<file path="src/rtl/regfile_multiport.sv">
// Multiported register file: two write ports, two combinational read ports,
// same-cycle write bypass, one write-protected constant entry, and a
// sequenced bulk clear that zeroes one entry per clock.
module regfile_multiport #(
  parameter int unsigned     WIDTH    = 8,
  parameter int unsigned     DEPTH    = 8,
  parameter int unsigned     AW       = 3,
  parameter int unsigned     RO_ADDR  = DEPTH - 1,
  parameter logic [WIDTH-1:0] RO_VALUE = '0,
  parameter bit              BYPASS   = 1'b1
) (
  input  logic             clk,
  input  logic             reset,
  input  logic             we0,
  input  logic [AW-1:0]    waddr0,
  input  logic [WIDTH-1:0] wdata0,
  input  logic             we1,
  input  logic [AW-1:0]    waddr1,
  input  logic [WIDTH-1:0] wdata1,
  input  logic [AW-1:0]    raddr0,
  input  logic [AW-1:0]    raddr1,
  output logic [WIDTH-1:0] rdata0,
  output logic [WIDTH-1:0] rdata1,
  input  logic             clr_req,
  output logic             clr_busy,
  output logic             clr_done,
  output logic             wr_err
);

  localparam logic [AW-1:0] RoAddr  = AW'(RO_ADDR);
  localparam logic [AW-1:0] LastIdx = AW'(DEPTH - 1);

  typedef enum logic [1:0] {sIdle, sClear, sDone} clrState_e;

  clrState_e        state;
  logic [AW-1:0]    clrIdx;
  logic [WIDTH-1:0] mem [DEPTH];

  logic acc0_c;
  logic acc1_c;
  logic rej_c;

  // Write acceptance: idle, in range, not the protected entry
  always_comb begin
    acc0_c = we0 && (state == sIdle) && (waddr0 != RoAddr) && (32'(waddr0) < DEPTH);
    acc1_c = we1 && (state == sIdle) && (waddr1 != RoAddr) && (32'(waddr1) < DEPTH);
    rej_c  = (we0 && !acc0_c) || (we1 && !acc1_c);
  end

  // Read mux: protected entry, out of range, bypass (port 1 first), array
  function automatic logic [WIDTH-1:0] readEntry(input logic [AW-1:0] ra);
    logic [WIDTH-1:0] val;
    val = '0;
    if (ra == RoAddr)
      val = RO_VALUE;
    else if (32'(ra) >= DEPTH)
      val = '0;
    else if (BYPASS && acc1_c && (waddr1 == ra))
      val = wdata1;
    else if (BYPASS && acc0_c && (waddr0 == ra))
      val = wdata0;
    else
      val = mem[ra];
    return val;
  endfunction

  // Combinational read ports
  always_comb begin
    rdata0 = readEntry(raddr0);
    rdata1 = readEntry(raddr1);
  end

  // Array storage, clear sequencer and status flags
  always_ff @(posedge clk or posedge reset) begin
    if (reset) begin
      for (int unsigned i = 0; i < DEPTH; i++) mem[i] <= '0;
      state    <= sIdle;
      clrIdx   <= '0;
      clr_busy <= 1'b0;
      clr_done <= 1'b0;
      wr_err   <= 1'b0;
    end else begin
      wr_err   <= rej_c;
      clr_done <= 1'b0;
      case (state)
        sIdle: begin
          // port 1 written last so it wins on an address collision
          if (acc0_c) mem[waddr0] <= wdata0;
          if (acc1_c) mem[waddr1] <= wdata1;
          if (clr_req) begin
            state    <= sClear;
            clrIdx   <= '0;
            clr_busy <= 1'b1;
          end
        end
        sClear: begin
          mem[clrIdx] <= '0;
          if (clrIdx == LastIdx) begin
            state    <= sDone;
            clr_busy <= 1'b0;
            clr_done <= 1'b1;
          end else begin
            clrIdx <= clrIdx + AW'(1);
          end
        end
        sDone: begin
          state <= sIdle;
        end
        default: begin
          state    <= sIdle;
          clr_busy <= 1'b0;
        end
      endcase
    end
  end

endmodule

</file>
<file path="config.mk">
export PLATFORM = sky130hd
export DESIGN_NAME = regfile_multiport
export DESIGN_NICKNAME = d
export VERILOG_FILES = /design/src/rtl/regfile_multiport.sv
export SDC_FILE = /design/constraint.sdc
export NUM_CORES = 1
export LEC_CHECK = 0
export BUFFER_PORTS_ARGS = -buffer_cell sky130_fd_sc_hd__buf_4
export CAP_MARGIN = 20
export CORE_MARGIN = 2
export CORE_UTILIZATION = 55
export CTS_BUF_LIST = sky130_fd_sc_hd__clkbuf_8
export CTS_CLUSTER_DIAMETER = 50
export CTS_CLUSTER_SIZE = 30
export DETAILED_ROUTE_END_ITERATION = 8
export PLACE_DENSITY_LB_ADDON = 0.08
export SETUP_SLACK_MARGIN = 0.4
export SKIP_CTS_REPAIR_TIMING = 1
export SYNTH_ARGS = -nofsm -noshare
export SYNTH_HDL_FRONTEND = slang
export SYNTH_SLANG_ARGS = --single-unit
</file>
<file path="constraint.sdc">
create_clock -name clk -period 5.25 [get_ports clk]
set_clock_uncertainty 0.1 [all_clocks]
set_input_delay 0.525 -clock clk [delete_from_list [all_inputs] [get_ports clk]]
set_output_delay 0.525 -clock clk [all_outputs]
set_load 0.005 [all_outputs]
</file>
==> insert_results.sql <==
INSERT INTO impl_metrics (metric_group, metric, value, unit) VALUES
('status', 'outcome', 'completed', ''),
('sta', 'final_critical_path_setup_slack', '1.88', 'ns'),
('place', 'inst_count_dp', '738', ''),
('clock_network', 'h-tree-depth', '3', ''),
('critical_path', 'cpPeakStageDelay', '0.84', 'ns'),
('clock_network', 'clock-root-buffer', 'clkbuf_8', ''),
('power', 'ir_worst_vdd', '0.326', 'mV'),
('routing', 'first_pass_iters', '6', ''),
('job', 'drv_cap', '0', ''),
('finish', 'final-seq-area', '0.00180', 'mm^2'),
('synthesis', 'netlist-cell-type-count', '41', ''),
('global_route', 'grt_max_degree', '73', ''),
('finish', 'fin_cells', '754', ''),
('clock_network', 'clock_insertion_delay_worst_skew', '0.36', 'ns'),
('routing', 'route.detailed.drc', '0', ''),
('place', 'gp_routability_congestion', '1.03', ''),
('finish', 'design.final.nets', '648', ''),
('critical_path', 'worstSetupStartpointType', 'flip-flop', ''),
('routing', 'route.vias.total', '5613', ''),
('finish', 'fill_cells', '880', ''),
('floorplan', 'die_height', '106', 'um'),
('critical_path', 'path_cells', 'nand2b_1, a311oi_2, a22oi_1, a21oi_1, buf_4', ''),
('sta', 'finalHoldViolations', '0', ''),
('clock_network', 'cts_tree', 'yes', ''),
('routing', 'drt-wirelength-per-cell', '26.7', 'um'),
('finish', 'multi_input_gate_area', '0.00358', 'mm^2'),
('global_route', 'wire_length_of_the_first_global_routing_pass', '30800', 'um'),
('global_route', 'antenna_found_initial', '0', ''),
('sta', 'report.final.setup_viol', '0', ''),
('floorplan', 'site_row_count', '37', ''),
('critical_path', 'worstSetupStartpoint', 'state[1]$_DFFE_PP0P_', ''),
('global_route', 'globalRoute.totalOverflow', '0', ''),
('routing', 'wirelength', '20100', 'um'),
('critical_path', 'crit_path_top_delay_cell', 'a311oi_2', ''),
('critical_path', 'worstPathRequired', '4.62', 'ns'),
('place', 'detailed_place_hpwl', '13600', 'um'),
('place', 'placement.io_buffers', '51', ''),
('routing', 'first_iter_violations', '710', ''),
('synthesis', 'post_synth_instance_area', '0.00575', 'mm^2'),
('synthesis', 'synth-seq-area-share', '31.4', '%'),
('power', 'power_frac_clock', '20.4', '%'),
('global_route', 'grt.total_usage', '36.6', '%'),
('critical_path', 'critPathArrivalTime', '2.74', 'ns'),
('place', 'place_ws', '2.35', 'ns'),
('critical_path', 'setup.worst_path.class', 'reg -> out', ''),
('sta', 'tightest_slew', '1.09', 'ns'),
('sta', 'final_period_minus_worst_setup_slack', '3.37', 'ns'),
('synthesis', 'cells_taking_the_most_area_after_synthesis', 'dfrtp_1 (31%), mux4_2 (13%), o21ai_0 (11%)', ''),
('critical_path', 'worstReg2RegStart', 'state[1]$_DFFE_PP0P_', ''),
('sta', 'worst_hold_slack', '0.346', 'ns'),
('power', 'p_per_area', '445', 'mW/mm^2'),
('clock_network', 'cts.path.max_buffers', '2', ''),
('floorplan', 'initial_utilization', '56.2', '%'),
('synthesis', 'warnings_synthesis', '0', ''),
('place', 'placed_cell_area', '0.00602', 'mm^2'),
('finish', 'post_route_standard_cell_area_excluding_fillers', '0.00627', 'mm^2'),
('sta', 'sum_of_negative_setup_slack', '0', 'ns'),
('sta', 'rsz_0062_raised_after_global_routing', 'no', ''),
('global_route', 'vias_in_the_first_global_route', '5320', ''),
('finish', 'antenna_cells', '0', ''),
('clock_network', 'clkSinkCount', '72', ''),
('synthesis', 'yosys_top_cell_by_area', 'dfrtp_1', ''),
('finish', 'syn_to_final_growth', '9.10', '%'),
('floorplan', 'die_area', '0.0113', 'mm^2'),
('sta', 'timing_max_transition_violations_final', '0', ''),
('clock_network', 'clock_buffer_count_from_cts', '9', ''),
('sta', 'timing.max_slew.rel_slack', '27.5', '%'),
('min_path', 'worst_hold_path_type', 'in -> async', ''),
('synthesis', 'synthesis.area_per_instance', '9.30', 'um^2'),
('power', 'power.share.sequential', '36.0', '%'),
('floorplan', 'core_area', '0.0102', 'mm^2');
==> cell usage after synthesis <==
| cell | instances |
|---|---|
| inv_1 | 11 |
| a21o_1 | 4 |
| a311o_1 | 1 |
| a22oi_1 | 16 |
| nor3_1 | 26 |
| o21ai_0 | 122 |
| a311oi_2 | 1 |
| and2_1 | 12 |
| a211oi_1 | 24 |
| ha_1 | 2 |
| nand3_1 | 8 |
| o31ai_1 | 16 |
| nand2_1 | 32 |
| o2bb2ai_1 | 40 |
| nand2b_1 | 11 |
| nor4b_1 | 1 |
| or3b_1 | 3 |
| buf_1 | 8 |
| or4b_4 | 1 |
| a22o_1 | 1 |
| and3b_1 | 1 |
| and3_1 | 14 |
| o41ai_1 | 1 |
| a21oi_1 | 17 |
| xnor2_1 | 12 |
| o311a_1 | 32 |
| nor3b_2 | 1 |
| clkbuf_1 | 42 |
| o21bai_1 | 2 |
| nand4_1 | 2 |
| clkbuf_2 | 1 |
| buf_2 | 15 |
| nand4bb_1 | 1 |
| nor3b_1 | 2 |
| o21ai_1 | 3 |
| or2_1 | 1 |
| buf_6 | 5 |
| dfrtp_1 | 72 |
| mux2_2 | 16 |
| mux4_2 | 32 |
| nor2_1 | 6 |
==> sequential cells by signal, indices dropped and copies added, names as in the netlist <==
name / cells
clrIdx: 3
clr_busy: 1
clr_done: 1
mem: 64
state: 2
wr_err: 1
==> critical path: cells and delay by family, from the launching register on <==
kind,cells,cell delay [ns]
AO/OA/AOI/OAI,3,1.31
flip-flops,1,0.63
AND/OR/NAND/NOR,1,0.29
buffers and inverters,1,0.14
==> final timing paths <==
| kind | slack [ns] | endpoint |
|---|---|---|
| min in group clk | 0.36 | wr_err$_DFF_PP0_ |
| max | 1.88 | rdata0[5] |
| min | 0.35 | mem[9]$_DFFE_PP0P_ |
| max reg2reg | 2.62 | mem[13]$_DFFE_PP0P_ |
| max in group asynchronous | 4.09 | mem[35]$_DFFE_PP0P_ |
| min reg2reg | 0.41 | clr_busy$_DFFE_PP0P_ |
==> through the flow <==
stage,util (%),power [uW]
after floorplan,-,1800
after global placement,58.7,2140
after detailed placement,58.8,2190
after CTS,61.3,2750
after global routing,61.3,2950
final,61.3,2790
==> power groups by stage <==
stage | logic [uW] | registers (uW) | clock network [uW]
floorplan | 940 | 856 | 0
global placement | 1150 | 988 | 0
detailed placement | 1190 | 998 | 0
CTS | 1190 | 988 | 573
global route | 1320 | 1020 | 603
finish | 1220 | 1000 | 569
==> logic make-up (layout without fill, tap and decap cells) <==
logic type	count (synthesis)	after routing	synth area share, %
adders and majority gates	2	2	0.435
DFF	72	72	31.4
and+or+nand+nor	122	122	11.5
xor gates and xnor gates	12	12	1.83
AOI/OAI and AO/OA	280	280	32.9
muxes	48	48	15.7
buffers and inverters	82	82	6.36
==> layout make-up <==
type | instances | share of cell area [%]
Multi-Input combinational cell | 464 | 57.1
Timing Repair Buffer | 55 | 6.71
Inverter | 11 | 0.659
Clock buffer | 11 | 2.41
Clock inverter | 5 | 1.64
Sequential cell | 72 | 28.7
Tap cell | 136 | 2.71
==> metal layers <==
metal	share of wire, %	track usage (%)	vias to the layer above
met5	0	0	-
met4	5.7	18.2	0
met3	12	9.38	75
met2	43	53.4	388
met1	39	50.7	2729
li1	-	-	2421
Power figures use the tool's default switching activity.
